### src/rtl/i2c_pkg.sv
// Shared I2C definitions: slave FSM encoding, R/W bit values and a shift helper.
package i2c_pkg;

  localparam int unsigned BYTE_W = 8;
  localparam int unsigned CNT_W  = 4;
  localparam int unsigned ADDR_W = 7;

  localparam logic I2C_WRITE = 1'b0;
  localparam logic I2C_READ  = 1'b1;

  typedef enum logic [2:0] {
    ST_IDLE     = 3'd0,
    ST_ADDR     = 3'd1,
    ST_ACK_ADDR = 3'd2,
    ST_REG      = 3'd3,
    ST_ACK_REG  = 3'd4,
    ST_DATA     = 3'd5,
    ST_ACK_DATA = 3'd6,
    ST_IGNORE   = 3'd7
  } slv_state_e;

  // MSB-first serial shift: newest bit enters at the LSB.
  function automatic logic [BYTE_W-1:0] shift_in(input logic [BYTE_W-1:0] sr, input logic b);
    return {sr[BYTE_W-2:0], b};
  endfunction

endpackage

### src/rtl/i2c_bus_sampler.sv
// SCL/SDA sampling (optional 2-flop synchroniser) with SCL edge and START/STOP detection.
module i2c_bus_sampler #(
  parameter bit SYNC_EN = 1'b0
) (
  input  logic clk,
  input  logic rst,
  input  logic scl_in,
  input  logic sda_in,
  output logic sda_s,
  output logic scl_rise_c,
  output logic scl_fall_c,
  output logic start_c,
  output logic stop_c
);

  logic scl_pre, sda_pre;
  logic scl_s_q, scl_s_d, sda_s_q, sda_s_d;
  logic scl_q, scl_q_d, sda_q, sda_q_d;

  if (SYNC_EN) begin : g_sync
    logic scl_meta_q, sda_meta_q;
    // Bus idles high, so synchroniser resets high to avoid false edges.
    always_ff @(posedge clk or posedge rst) begin
      if (rst) begin
        scl_meta_q <= 1'b1;
        sda_meta_q <= 1'b1;
      end else begin
        scl_meta_q <= scl_in;
        sda_meta_q <= sda_in;
      end
    end
    assign scl_pre = scl_meta_q;
    assign sda_pre = sda_meta_q;
  end else begin : g_direct
    assign scl_pre = scl_in;
    assign sda_pre = sda_in;
  end

  always_comb begin
    scl_s_d = scl_pre;
    sda_s_d = sda_pre;
    scl_q_d = scl_s_q;
    sda_q_d = sda_s_q;
  end

  always_ff @(posedge clk or posedge rst) begin
    if (rst) begin
      scl_s_q <= 1'b1;
      sda_s_q <= 1'b1;
      scl_q   <= 1'b1;
      sda_q   <= 1'b1;
    end else begin
      scl_s_q <= scl_s_d;
      sda_s_q <= sda_s_d;
      scl_q   <= scl_q_d;
      sda_q   <= sda_q_d;
    end
  end

  assign sda_s      = sda_s_q;
  assign scl_rise_c = !scl_q & scl_s_q;
  assign scl_fall_c = scl_q & !scl_s_q;
  assign start_c    = scl_s_q & scl_q & sda_q & !sda_s_q;
  assign stop_c     = scl_s_q & scl_q & !sda_q & sda_s_q;

endmodule

### src/rtl/i2c_slave_receiver.sv
// I2C write-only slave: address match, register pointer + data bytes, ACK drive, write strobe.
module i2c_slave_receiver
  import i2c_pkg::*;
#(
  parameter logic [6:0] DEV_ADDR = 7'h1A,
  parameter bit         SYNC_EN  = 1'b0
) (
  input  logic       CLK_200KHZ,
  input  logic       RESET,
  input  logic       I2C_SCL,
  input  logic       I2C_SDA_IN,
  output logic       I2C_SDA_OUT,
  output logic       I2C_SDA_EN,
  output logic [7:0] REG_ADDR_OUT,
  output logic [7:0] DATA_OUT,
  output logic       WR_VALID,
  output logic       BUSY,
  output logic       NACK_FLAG
);

  logic sda_s, scl_rise_c, scl_fall_c, start_c, stop_c;

  i2c_bus_sampler #(.SYNC_EN(SYNC_EN)) u_sampler (
    .clk        (CLK_200KHZ),
    .rst        (RESET),
    .scl_in     (I2C_SCL),
    .sda_in     (I2C_SDA_IN),
    .sda_s      (sda_s),
    .scl_rise_c (scl_rise_c),
    .scl_fall_c (scl_fall_c),
    .start_c    (start_c),
    .stop_c     (stop_c)
  );

  slv_state_e        state_q, state_d;
  logic [CNT_W-1:0]  bit_cnt_q, bit_cnt_d;
  logic [BYTE_W-1:0] shift_q, shift_d;
  logic [BYTE_W-1:0] ptr_q, ptr_d;
  logic [BYTE_W-1:0] reg_addr_q, reg_addr_d;
  logic [BYTE_W-1:0] data_q, data_d;
  logic              sda_en_q, sda_en_d;
  logic              wr_valid_q, wr_valid_d;
  logic              busy_q, busy_d;
  logic              nack_q, nack_d;
  logic [BYTE_W-1:0] rx_byte_c;

  assign rx_byte_c = shift_in(shift_q, sda_s);

  always_comb begin
    state_d    = state_q;
    bit_cnt_d  = bit_cnt_q;
    shift_d    = shift_q;
    ptr_d      = ptr_q;
    reg_addr_d = reg_addr_q;
    data_d     = data_q;
    sda_en_d   = sda_en_q;
    wr_valid_d = 1'b0;
    nack_d     = nack_q;

    if (stop_c) begin
      state_d   = ST_IDLE;
      sda_en_d  = 1'b0;
      bit_cnt_d = '0;
      shift_d   = '0;
    end else if (start_c) begin
      state_d   = ST_ADDR;
      sda_en_d  = 1'b0;
      bit_cnt_d = '0;
      shift_d   = '0;
      nack_d    = 1'b0;
    end else begin
      unique case (state_q)
        ST_ADDR, ST_REG, ST_DATA: begin
          if (scl_rise_c) begin
            shift_d = rx_byte_c;
            if (bit_cnt_q == CNT_W'(7)) begin
              bit_cnt_d = '0;
              if (state_q == ST_ADDR) begin
                if (rx_byte_c[7:1] == DEV_ADDR && rx_byte_c[0] == I2C_WRITE) begin
                  state_d = ST_ACK_ADDR;
                end else begin
                  state_d = ST_IGNORE;
                  nack_d  = 1'b1;
                end
              end else if (state_q == ST_REG) begin
                ptr_d   = rx_byte_c;
                state_d = ST_ACK_REG;
              end else begin
                state_d = ST_ACK_DATA;
              end
            end else begin
              bit_cnt_d = bit_cnt_q + CNT_W'(1);
            end
          end
        end
        // First SCL fall opens the ACK window, the second closes it.
        ST_ACK_ADDR, ST_ACK_REG, ST_ACK_DATA: begin
          if (scl_fall_c) begin
            if (!sda_en_q) begin
              sda_en_d = 1'b1;
              if (state_q == ST_ACK_DATA) begin
                reg_addr_d = ptr_q;
                data_d     = shift_q;
                wr_valid_d = 1'b1;
              end
            end else begin
              sda_en_d = 1'b0;
              if (state_q == ST_ACK_ADDR) begin
                state_d = ST_REG;
              end else begin
                state_d = ST_DATA;
                if (state_q == ST_ACK_DATA) begin
                  ptr_d = ptr_q + BYTE_W'(1);
                end
              end
            end
          end
        end
        default: ;
      endcase
    end

    busy_d = (state_d != ST_IDLE);
  end

  always_ff @(posedge CLK_200KHZ or posedge RESET) begin
    if (RESET) begin
      state_q    <= ST_IDLE;
      bit_cnt_q  <= '0;
      shift_q    <= '0;
      ptr_q      <= '0;
      reg_addr_q <= '0;
      data_q     <= '0;
      sda_en_q   <= 1'b0;
      wr_valid_q <= 1'b0;
      busy_q     <= 1'b0;
      nack_q     <= 1'b0;
    end else begin
      state_q    <= state_d;
      bit_cnt_q  <= bit_cnt_d;
      shift_q    <= shift_d;
      ptr_q      <= ptr_d;
      reg_addr_q <= reg_addr_d;
      data_q     <= data_d;
      sda_en_q   <= sda_en_d;
      wr_valid_q <= wr_valid_d;
      busy_q     <= busy_d;
      nack_q     <= nack_d;
    end
  end

  assign I2C_SDA_OUT  = 1'b0;
  assign I2C_SDA_EN   = sda_en_q;
  assign REG_ADDR_OUT = reg_addr_q;
  assign DATA_OUT     = data_q;
  assign WR_VALID     = wr_valid_q;
  assign BUSY         = busy_q;
  assign NACK_FLAG    = nack_q;

endmodule

### config.mk
export PLATFORM = sky130hd
export DESIGN_NAME = i2c_slave_receiver
export DESIGN_NICKNAME = d
export VERILOG_FILES = /design/src/rtl/i2c_pkg.sv /design/src/rtl/i2c_bus_sampler.sv /design/src/rtl/i2c_slave_receiver.sv
export SDC_FILE = /design/constraint.sdc
export NUM_CORES = 1
export LEC_CHECK = 0
export ABC_AREA = 0
export CAP_MARGIN = 20
export CORE_MARGIN = 2
export CORE_UTILIZATION = 40
export DETAILED_ROUTE_END_ITERATION = 7
export SLEW_MARGIN = 10
export SYNTH_ARGS = -nofsm -noshare
export SYNTH_HDL_FRONTEND = slang
export SYNTH_SLANG_ARGS = --single-unit
### constraint.sdc
create_clock -name CLK_200KHZ -period 2 [get_ports CLK_200KHZ]
set_input_delay 0.2 -clock CLK_200KHZ [delete_from_list [all_inputs] [get_ports CLK_200KHZ]]
set_output_delay 0.2 -clock CLK_200KHZ [all_outputs]
set_load 0.05 [all_outputs]
; Yosys cells after proc, flatten, opt, wreduce, memory -nomap -nowiden
; Cells that the tools add are included.
[totals]
ff_bits = 47
in_bits = 4
output_inout_bits = 21
[op_classes]
add_sub_neg = 2
n_eq_ne = 17
n_mux = 46
bitwise_logic = 11
reduce_logical = 22
[ops]
columns = op, n
row1 = $mux W8, 12
row2 = $mux W3, 9
row3 = $mux W4, 5
row4 = $ne A2 B2 Y1 const B, 9
row5 = $mux W1, 17
row6 = $pmux W8 S2, 1
row7 = $reduce_bool A3 Y1, 5
row8 = $reduce_and A6 Y1, 2
row9 = $reduce_and A11 Y1, 1
row10 = $reduce_bool A2 Y1, 5
row11 = $eq A3 B3 Y1 const B, 3
row12 = $add A8 B1 Y8 const B, 1
row13 = $and A1 B1 Y1, 7
row14 = $eq A7 B5 Y1 const B, 1
row15 = $eq A3 B2 Y1 const B, 2
row16 = $pmux W3 S2, 1
row17 = $reduce_or A3 Y1, 2
row18 = $add A4 B1 Y4 const B, 1
row19 = $eq A4 B3 Y1 const B, 1
row20 = $logic_not A1 Y1, 4
row21 = $not A1 Y1, 4
row22 = $reduce_and A2 Y1, 2
row23 = $eq A3 B1 Y1 const B, 1
row24 = $mux W2, 1
row25 = $logic_and A1 B1 Y1, 1

; Depth between registers and ports, before layout
; Gate-level depths: netlist (run 1).
[depth]
ltp_word = 10
depth_mapped = 6
ltp_nobuf = 5

; Hierarchy
; From an unflattened synthesis (run 1), not the netlist that was laid out.
[unflattened]
cells_unflattened = 205
hier_area_um2 = 2232.1
[by_module_without_submodules]
columns = mod, instances, cells_per_inst, area_per_inst_um2, seq_area_each_um2
row1 = i2c_slave_receiver, 1, 196, 2090.8, 1076.0
row2 = i2c_bus_sampler, 1, 9, 141.4, 105.1

; Worst setup path before layout (run 1)
; Ideal clock, no wire load.
[synth_path]
kind = register -> register
startpoint = reg u_sampler.scl_q
endpoint = reg data_q[0] (netlist: DATA_OUT[0])
setup_time_ns = 0.125
t_arrival_ns = 1.674
slack_ns = 0.201
stages_incl_launch_ff = 6
n_path_buf = 2
period_less_slack_ns = 1.799
cell_sequence = dfstp_2 -> buf_6 -> nor3b_2 -> nor3b_4 -> buf_12 -> mux2_4
[synth_via]
elab_chain_cells = 5
elab_cells_between_ends = 9
[synth_lines]
columns = item, line_no
row1 = start: declaration, i2c_bus_sampler.sv:18  ; logic scl_q, scl_q_d, sda_q, sda_q_d;
row2 = start signal: assignment, i2c_bus_sampler.sv:55  ; scl_q <= scl_q_d;
row3 = $and A1 B1 Y1, "i2c_bus_sampler.sv:63, i2c_bus_sampler.sv:64"
row4 = "$and A1 B1 Y1, on equally long branches (2 in series)", "i2c_bus_sampler.sv:64, i2c_bus_sampler.sv:63"
row5 = $not A1 Y1 (no line), --
row6 = $reduce_and A6 Y1 (no line) *, --
row7 = end signal: assignment, i2c_slave_receiver.sv:144  ; data_q <= data_d;
row8 = end: declaration, i2c_slave_receiver.sv:40  ; logic [BYTE_W-1:0] data_q, data_d;
; Mark *: on every way between the ends. The rest lies on a longest branch, timed or not.
; A chain may end at the register's enable or synchronous reset.

; Worst setup path after layout (run 1)
[layout_path]
startpoint = reg sda_en_q (netlist: I2C_SDA_EN)
endpoint = out I2C_SDA_EN
[layout_rtl]
columns = item, line_no
row1 = start: declaration, i2c_slave_receiver.sv:41  ; logic sda_en_q, sda_en_d;
row2 = start signal: assignment, i2c_slave_receiver.sv:145  ; sda_en_q <= sda_en_d;
row3 = end: declaration, i2c_slave_receiver.sv:13  ; output logic I2C_SDA_EN,
; No word-level cell between the ends.

==> out/summary.txt, run 1 <==
Grt ovf: 0
Num CTS Buffers: 5
Detail Placement HPWL: 3111 µm
Switching Share: 0.2696
Vias in the first global route: 1493
Most frequent cells in the layout: dfrtp_1, clkdlybuf4s50_1, nor2_1
P_int: 1.338 mW
Final setup TNS: 0 ns
Gates resized, CTS repair: 0
Max FO, Critical Path: 5
Mapped cell area: 2266 µm²
CP bufs+invs: 1
Kind of critical path: register to output pin
Syn Nets: 199
Flop pwr share: 0.585
Main flop type after synthesis: dfrtp_1
Post-synth EDFFs: 0
Synth cell types: 50
Fin crit period: 1.816 ns
Cts hold-fix bufs: 0
Die Ht: 79.27 µm
Pwr dens: 688.7 nW/µm²
Startpoint types: register
Post-CTS setup buffer count: 0
Commonest non-fill, non-tap cell in the layout: dfrtp_1
Initial core utilization: 0.4140
Skew-Pair Late Insertion Delay: 0.30 ns
Largest net degree at the start of global routing: 28
Worst Skew: 0.008129 ns
CP max stage delay: 0.85 ns
CP cell instances: clkdlybuf4s50_1
Slowest cell on crit path: clkdlybuf4s50_1
First-pass GRT wire length: 7452 µm
TritonCTS clock tree: built
PortBufs: 23
Syn_area_per_cell: 11.74 µm²
Clock Power Share: 0.308
Die area: 6283 µm²
Measured slew at the worst slew-check pin: 0.5027 ns
CTS root buf: clkbuf_8
Core area: 5473 µm²
Seq/Total Area, Yosys: 0.5213
Max Slew Vio Count: 0
Switching power: 0.4939 mW
Total chip power: 1.832 mW
Crit end category: output pin
CTS Buffer Depth: 2
Max Fclk: 550.8 MHz
# setup viols final: 0
TritonRoute pass-1 iters: 4
Worst Hold Class: input pin to async pin
Slew HR: 0.6638
CTS clk-pin slew, worst paths: 0.09 ns
Antenna violations before repair: 0
Number of max-cap violations: 0
Ports: 25
Worst VDD drop: 0.2841 mV
Critical path's top delay family: buffers and inverters
Status: finished, final reports clean
GRT Resource Usage Total: 0.1557
Combinational fraction of design power: 0.107
Antenna viol nets, final: 0
DR vias/cell: 5.479
DRC Markers: 0
Diode count: 0
Total number of vias: 1600
Clock Sinks: 47
#FFs+latches synth: 47
Fin crit share: 0.9079
First DRT Iteration DRCs: 118
Worst Path Arrival: 1.62 ns
Synth-to-Final Area Change: 17.39%
DIE WIDTH: 79.27 µm
Mapped Cells: 193
Final hold vios: 0
H-tree Lvls: 2
Row cnt: 27
Critical Path RT: 1.80 ns
Final nets: 225
WL final: 4406 µm
Ys Warns: 0
Post-synth ARST share: 1.000
Fillcell total: 514
GPL Wtd Cong: 0.7813
Layout cell share with drive strength beyond 1: 0.2182
Drt wl/cell: 15.09 µm
Unrepaired setup endpoints after global routing: false
Static Leak: 1.220 nW
state kept, by name, indices dropped and copies added, names as in the netlist, 3 cells and up:
register	count
DATA_OUT	8
REG_ADDR_OUT	8
bit_cnt_q	4
ptr_q	8
shift_q	8
state_q	3
metrics by stage:
step	util	instances	hold WS, ns	cell area (µm²)	worst slack (ns)
global route	0.4861	292	0.2701	2660	0.1047
global placement	0.4701	284	0.4258	2572	0.2799
CTS	0.4861	292	0.2352	2660	0.1713
finish	0.4861	292	0.2246	2660	0.1843
detailed placement	0.4701	284	0.4282	2572	0.2247
floorplan	-	193	0.2045	2266	0.2009
final cells by class:
cell class / count / area [µm²] / share of cell area
clock buffer: 5 / 68.82 / 0.02587
clock inverter: 3 / 18.77 / 0.007056
inverter: 6 / 22.52 / 0.008467
multi-input combinational: 129 / 983.4 / 0.3697
sequential: 47 / 1181 / 0.4440
tap: 72 / 90.09 / 0.03387
timing repair buffer: 30 / 295.3 / 0.1110
cell usage after synthesis, types with 3 or more instances:
cell | instances | share of area
and4_1 | 3 | 0.012
buf_2 | 3 | 0.0066
mux2i_1 | 8 | 0.035
inv_1 | 6 | 0.0099
mux2_4 | 9 | 0.060
nand2_1 | 8 | 0.013
nor3_1 | 6 | 0.013
nor2_1 | 13 | 0.022
dfrtp_1 | 43 | 0.47
dfstp_2 | 4 | 0.046
xor2_1 | 3 | 0.012
a211oi_1 | 3 | 0.0099
mux2_2 | 7 | 0.035
a2bb2oi_1 | 5 | 0.019
o21ai_0 | 6 | 0.013
nand3_1 | 7 | 0.015
nand4_1 | 4 | 0.011
a31oi_1 | 6 | 0.017
a21oi_1 | 10 | 0.022
power groups by stage:
stage	clock network (mW)	registers [mW]	logic, mW
floorplan	0	1.08	0.148
global placement	0	1.09	0.198
detailed placement	0	1.09	0.198
CTS	0.583	1.07	0.200
global route	0.629	1.08	0.223
finish	0.565	1.07	0.195
final timing paths:
kind | cells after the start | endpoint | start | slack [ns]
max in group asynchronous | 3 | shift_q[0] | RESET | 1.28
hold / removal | 2 | REG_ADDR_OUT[5] | RESET | 0.22
min in group CLK_200KHZ | 1 | u_sampler.sda_s | I2C_SDA_IN | 0.30
setup / recovery | 1 | I2C_SDA_EN | I2C_SDA_EN | 0.18
setup reg to reg | 4 | DATA_OUT[7] | u_sampler.scl_q | 0.23
hold reg to reg | 0 | u_sampler.sda_q | u_sampler.sda_s | 0.44
routing by layer:
| layer | vias to the layer above | track usage | routed length [µm] |
|---|---|---|---|
| li1 | 763 | - | - |
| met4 | 0 | 0.06207 | 81 |
| met2 | 48 | 0.2398 | 1991 |
| met1 | 783 | 0.2162 | 2107 |
| met3 | 6 | 0.03068 | 225 |
| met5 | - | 0 | 0 |
kinds of logic (layout without fill, tap and decap cells):
family                     Yosys count  after routing  synth area share
AOI/OAI and AO/OA                   40             40            0.1204
other                                1              1          0.001655
muxes                               24             24            0.1298
adders and majority gates            2              2           0.01104
and+or+nand+nor                     59             59            0.1596
xor gates and xnor gates             3              3           0.01160
buffers and inverters               17             44           0.04472
DFF                                 47             47            0.5213
(Power assumes the default switching activity.)
==> run 2, diff against run 1 <==
--- a/config.mk
+++ b/config.mk
@@ -13,4 +13,5 @@
 export SLEW_MARGIN = 10
 export SYNTH_ARGS = -nofsm -noshare
 export SYNTH_HDL_FRONTEND = slang
+export SYNTH_HIERARCHICAL = 1
 export SYNTH_SLANG_ARGS = --single-unit
==> constraint.sdc (replaced) <==
create_clock -name CLK_200KHZ -period 2 [get_ports CLK_200KHZ]
set_input_delay 0.4 -clock CLK_200KHZ [delete_from_list [all_inputs] [get_ports CLK_200KHZ]]
set_output_delay 0.4 -clock CLK_200KHZ [all_outputs]
set_load 0.05 [all_outputs]
==> run 2 against run 1 <==
Against the previous run:
- first-iteration DRC count shrank 51%
- global-route usage grew 0.36 points
- count of clock-buffer cells in the layout is the same
- synthesized area shrank 1.5%
- critical endpoint is now DATA_OUT[1]
==> out/summary.txt, run 2 <==
Status: finished, final reports clean
Max FO, Critical Path: 8 (+3)
Setup ws final: 0.005023 ns (-0.1793 ns)
Storage cell area: 1181 µm² (unchanged)
Most frequent cells in the layout: dfrtp_1, nand2_1, clkdlybuf4s50_1
Final hold vios: 0 (unchanged)
Fin crit share: 0.9975 (+0.08964)
Cts hold-fix bufs: 0 (unchanged)
Synth cell types: 48 (-4.0%)
#FFs+latches synth: 47 (unchanged)
Mapped cell area: 2232 µm² (-1.5%)
Final Non-Filler Cells: 319 (+9.2%)
Worst Path Arrival: 2.19 ns (+0.57 ns)
Worst Skew: 0.008920 ns (+0.0007908 ns)
Critical Path RT: 2.19 ns (+0.39 ns)
Seq/Total Area, Yosys: 0.5291 (+0.007889)
Worst r2r src: u_sampler/sda_q
Core area: 5439 µm² (-0.62%)
WL final: 4643 µm (+5.4%)
Antenna viol nets, final: 0 (unchanged)
# setup viols final: 0 (unchanged)
Clock Sinks: 47 (unchanged)
Kind of critical path: register to register
Antenna violations before repair: 0 (unchanged)
Fillcell total: 486 (-5.4%)
Diode count: 0 (unchanged)
Detail Placement HPWL: 3123 µm (+0.39%)
Post-synth EDFFs: 0 (unchanged)
GRT Resource Usage Total: 0.1593 (+0.003568)
Largest net degree at the start of global routing: 44 (+57%)
Synth-to-Final Area Change: 27.97%
Syn Nets: 211 (+6.0%)
DIE WIDTH: 78.70 µm (-0.71%)
CTS Buffer Depth: 2 (unchanged)
Post-synth ARST share: 1.000 (unchanged)
Die area: 6194 µm² (-1.4%)
Crit end category: register
Area of the multi-input gates: 1005 µm² (+2.2%)
Ports: 25 (unchanged)
Crit path from: u_sampler/sda_q
Main flop type after synthesis: dfrtp_1
Cell total after placement: 306 (+7.7%)
Post-synth top cells: dfrtp_1, nand2_1, a21oi_1, nand3_1, mux2_4
Row cnt: 27 (unchanged)
GPL Wtd Cong: 0.8535 (+9.2%)
Worst VDD drop: 0.3764 mV (+32%)
Dominant cells by area after synthesis: dfrtp_1, mux2_4, nand2_1
Syn_area_per_cell: 10.89 µm² (-7.3%)
First DRT Iteration DRCs: 58 (-51%)
Final nets: 252 (+12%)
Mapped Cells: 205 (+6.2%)
TritonRoute pass-1 iters: 5 (+1)
Unrepaired setup endpoints after global routing: true
Pwr dens: 704.9 nW/µm² (+2.4%)
Skew-Pair Late Insertion Delay: 0.30 ns (about the same)
H-tree Lvls: 2 (unchanged)
Vias in the first global route: 1568 (+5.0%)
First-pass GRT wire length: 7707 µm (+3.4%)
Grt ovf: 0 (unchanged)
CTS clk-pin slew, worst paths: 0.09 ns (about the same)
Share of the synthesized area in the top cell type: 0.4821 (+0.007187)
Place WS: -0.007803 ns (-0.2325 ns)
Most common cell in the netlist: dfrtp_1
Static Leak: 1.244 nW (+1.9%)
Hold_sp: u_sampler/scl_q_d
Max Fclk: 501.3 MHz (-9.0%)
CTS root buf: clkbuf_8
Number of max-cap violations: 0 (unchanged)
Startpoint types: register
Die Ht: 78.70 µm (-0.71%)
Initial core utilization: 0.4104 (-0.003639)
Drt wl/cell: 14.55 µm (-3.5%)
Measured slew at the worst slew-check pin: 0.5853 ns (+0.08258 ns)
Slew HR: 0.6090 (-0.05481)
Max Slew Vio Count: 0 (unchanged)
PortBufs: 23 (unchanged)
DRC Markers: 0 (unchanged)
Layout cell share with drive strength beyond 1: 0.2348 (+0.01664)
TritonCTS clock tree: built
Num CTS Buffers: 5 (unchanged)
DR vias/cell: 5.332 (-2.7%)
Ys Warns: 6 (+6)
Commonest non-fill, non-tap cell in the layout: dfrtp_1
Total number of vias: 1701 (+6.3%)
Fin crit period: 1.995 ns (+0.1793 ns)
Area leader, netlist: dfrtp_1
Worst Hold Class: register to register
## run 2: cells by family (layout without fill, tap and decap cells)
logic type | after synthesis | after routing | synth area share
and+or+nand+nor | 74 | 74 | 0.1777
AOI/OAI and AO/OA | 48 | 48 | 0.1368
DFF | 47 | 47 | 0.5291
muxes | 17 | 17 | 0.1003
buffers and inverters | 14 | 56 | 0.03531
adders and majority gates | 2 | 2 | 0.01121
xor gates and xnor gates | 2 | 2 | 0.007849
other | 1 | 1 | 0.001680
## run 2: worst paths after layout
kind                            depth (start not counted)  slack, ns               to
worst max-delay path                                    6      0.005      DATA_OUT[1]
worst min-delay path                                    0       0.39  u_sampler/scl_q
worst max register to register                          6      0.005      DATA_OUT[1]
worst min register to register                          0       0.39  u_sampler/scl_q
max in group asynchronous                               3       1.31  REG_ADDR_OUT[1]
min in group asynchronous                               3       0.47        NACK_FLAG
## run 2: cell type report
type                    count  area share
clock buffers               5     0.02409
clock inverters             3     0.01664
inverters                   4    0.005256
multi-input cells         144      0.3517
flip-flops and latches     47      0.4135
well taps                  72     0.03154
repair buffers             44      0.1572
## run 2: timing repair
item / 4_1_cts / 5_1_grt
gates resized for setup: 1 / 10
cloned: 0 / 2
pin swaps: 0 / 5
setup buffers: 0 / 4
setup endpoints to repair: 1 / 17
## run 2: metrics by stage
| step | total power [mW] | setup TNS [ns] | utilization | hold WS, ns | instance area, µm² |
|---|---|---|---|---|---|
| 6_report | 2.014 | 0 | 0.5252 | 0.3898 | 2856 |
| 5_1_grt | 2.136 | -0.2613 | 0.5252 | 0.4001 | 2856 |
| 4_1_cts | 2.040 | 0 | 0.5054 | 0.3924 | 2749 |
| 3_5_place_dp | 1.331 | -0.007803 | 0.4838 | 0.3815 | 2631 |
| 3_3_place_gp | 1.328 | -0.02269 | 0.4838 | 0.3795 | 2631 |
| 2_1_floorplan | 1.248 | -1.013 | - | 0.3552 | 2232 |
## run 2: routing by layer
| metal | vias up | GRT usage | routed length, µm |
|---|---|---|---|
| met2 | 47 | 0.2479 | 2204 |
| met4 | 0 | 0.03684 | 25 |
| met3 | 4 | 0.03750 | 216 |
| met5 | - | 0 | 0 |
| li1 | 817 | - | - |
| met1 | 833 | 0.2262 | 2198 |
## run 2: where the power goes
part / switching [mW] / internal [mW] / leakage [nW]
registers: 0.0685 / 1.01 / 0.627
clock network: 0.319 / 0.379 / 0.0587
logic: 0.131 / 0.107 / 0.559
## run 2: critical path, stage by stage, from the launching register on
cell,delay [ns]
dfstp_2,0.53
and4b_1,0.20
or2_4,0.28
nor4_4,0.26
buf_6,0.17
clkbuf_16,0.16
mux2_4,0.30
==> run 3, diff against run 2 <==
--- a/config.mk
+++ b/config.mk
@@ -8,8 +8,9 @@
 export ABC_AREA = 0
 export CAP_MARGIN = 20
 export CORE_MARGIN = 2
-export CORE_UTILIZATION = 40
+export CORE_UTILIZATION = 45
 export DETAILED_ROUTE_END_ITERATION = 7
+export PLACE_DENSITY = 0.66
 export SLEW_MARGIN = 10
 export SYNTH_ARGS = -nofsm -noshare
 export SYNTH_HDL_FRONTEND = slang
==> run 3 against run 2 <==
Against the previous run:
- via count decreased by 3.6%
- clock skew decreased by 0.00099 ns
- routed wire length decreased by 5.4%
- count of clock-buffer cells in the layout unchanged
- hold slack improved by 0.018 ns
- cell count decreased by 3.1%
- sequential cell count unchanged
- critical path type unchanged
- largest cell class unchanged
- largest power group unchanged
==> out/summary.txt, run 3 (synthesis gave the netlist of run 2 again) <==
Place WS: 0.01350 ns (+0.02130 ns)
Crit end category: register
Worst Hold Class: register to register
Static Leak: 1.205 nW (-3.2%)
Vias in the first global route: 1577 (+0.57%)
Antenna violations before repair: 0 (unchanged)
Design area: 2749 µm² (-3.8%)
Reg2reg setup slack: 0.08 ns (+0.08 ns)
WL final: 4394 µm (-5.4%)
TritonRoute pass-1 iters: 4 (-1)
Worst VDD drop: 0.3820 mV (+1.5%)
Setup ws final: 0.08379 ns (+0.07877 ns)
Total number of vias: 1640 (-3.6%)
Diode count: 0 (unchanged)
Critical Path RT: 2.18 ns (about the same)
First DRT Iteration DRCs: 127 (+120%)
CP cell instances: and4b_1, or2_1, nor4_4, buf_12, mux2_2
Number of max-cap violations: 0 (unchanged)
Clock Sinks: 47 (unchanged)
H-tree Lvls: 2 (unchanged)
Max FO, Critical Path: 17 (+9)
Reg-to-reg endpoint: REG_ADDR_OUT[1]
GPL Wtd Cong: 0.8423 (-1.3%)
CP bufs+invs: 1 (-1)
Worst Skew: 0.007929 ns (-0.0009904 ns)
Synth-to-Final Area Change: 23.15%
TritonCTS clock tree: built
Pwr dens: 726.6 nW/µm² (+3.1%)
Critical Path Stages: 5 (-1)
Slowest cell on crit path: dfstp_2
Area post-placement: 2625 µm² (-0.24%)
CTS Buffer Depth: 2 (unchanged)
# setup viols final: 0 (unchanged)
Max Slew Vio Count: 0 (unchanged)
Grt ovf: 0 (unchanged)
Area of the multi-input gates: 983.4 µm² (-2.1%)
Post-CTS setup buffer count: 0 (unchanged)
Critical path's top delay family: simple AND/OR/NAND/NOR gates
First-pass GRT wire length: 7631 µm (-0.99%)
CTS root buf: clkbuf_8
Drt wl/cell: 14.22 µm (-2.3%)
Final hold vios: 0 (unchanged)
CP max stage delay: 0.54 ns (about the same)
Storage cell area: 1181 µm² (unchanged)
Skew-Pair Late Insertion Delay: 0.30 ns (about the same)
Worst Path Arrival: 2.10 ns (-0.09 ns)
Worst r2r src: u_sampler/sda_s
Most frequent cells in the layout: dfrtp_1, nand2_1, clkdlybuf4s50_1
Slew HR: 0.6325 (+0.02348)
Fillcell total: 418 (-14%)
Core area: 4755 µm² (-13%)
Fin crit period: 1.916 ns (-0.07877 ns)
Kind of critical path: register to register
Ports: 25 (unchanged)
Max Fclk: 521.9 MHz (+4.1%)
Unrepaired setup endpoints after global routing: false
Final nets: 247 (-2.0%)
DRC Markers: 0 (unchanged)
Fin crit share: 0.9581 (-0.03938)
Measured slew at the worst slew-check pin: 0.5374 ns (-0.04791 ns)
Largest net degree at the start of global routing: 44 (unchanged)
Num CTS Buffers: 5 (unchanged)
Layout cell share with drive strength beyond 1: 0.2231 (-0.01168)
Worst hold slack: 0.4078 ns (+0.01800 ns)
GRT Resource Usage Total: 0.1818 (+0.02256)
Startpoint types: register
Detail Placement HPWL: 3108 µm (-0.48%)
Row cnt: 25 (-7.4%)
Die area: 5540 µm² (-11%)
Initial core utilization: 0.4695 (+0.05908)
DR vias/cell: 5.307 (-0.47%)
Worst R2R Path Depth: 5 (-1)
Antenna viol nets, final: 0 (unchanged)
Crit path from: u_sampler/sda_s
Worst Setup EP: REG_ADDR_OUT[1]
Commonest non-fill, non-tap cell in the layout: dfrtp_1
Die Ht: 74.43 µm (-5.4%)
DIE WIDTH: 74.43 µm (-5.4%)
PortBufs: 23 (unchanged)
Status: finished, final reports clean
Hold_sp: u_sampler/scl_q_d
CTS clk-pin slew, worst paths: 0.08 ns (about the same)
## run 3: changes by cell type in the layout (fill, tap and decap cells not counted), sizes merged
cell    change
clkinv      +1
inv         -1
clkbuf      -2
buf         -3
## run 3: metrics by stage
step / setup TNS (ns) / std cells / utilization / power [mW]
5_1_grt: 0 / 309 / 0.5782 / 2.105
3_5_place_dp: 0 / 301 / 0.5521 / 1.333
2_1_floorplan: -1.013 / 205 / - / 1.248
3_3_place_gp: 0 / 301 / 0.5521 / 1.328
6_report: 0 / 309 / 0.5782 / 1.997
4_1_cts: 0 / 309 / 0.5763 / 2.018
## run 3: worst min-delay path by stage
stage,endpoint,cells past startpoint
global placement,u_sampler/scl_q,0
CTS,u_sampler/scl_q,0
global route,u_sampler/scl_q,0
floorplan,u_sampler/scl_q,1
detailed placement,u_sampler/scl_q,0
finish,u_sampler/scl_q,0
## run 3: layer usage
layer	routed length, µm	up-vias	share of wire	global-route usage
met5	0	-	0	0
met4	70	0	0.016	0.05159
met3	169	7	0.038	0.04065
met2	2167	47	0.49	0.2970
met1	1986	780	0.45	0.2450
li1	-	806	-	-
## run 3: cell type report
class,count,share of cell area
Sequential cell,47,0.4297
Multi-Input combinational cell,144,0.3578
Timing Repair Buffer,39,0.1356
Tap cell,67,0.03050
Clock buffer,5,0.02503
Clock inverter,3,0.01593
Inverter,4,0.005462
## run 3: repair_timing
action,in CTS,in global routing
pin swaps,0,1
resized for setup,1,3
setup endpoints to repair,1,2
hold buffers,0,0
## run 3: power by group
group          internal (mW)  leakage, nW  switching [mW]
sequential              1.01        0.627          0.0666
clock                  0.372       0.0581           0.311
combinational          0.105        0.520           0.133
## run 3: worst register-to-register path, delay by kind of cell, from the launching register on
family / cells / cell delay, ns
buf+inv: 1 / 0.21
flops: 1 / 0.54
mux: 1 / 0.36
simple gates: 3 / 0.70
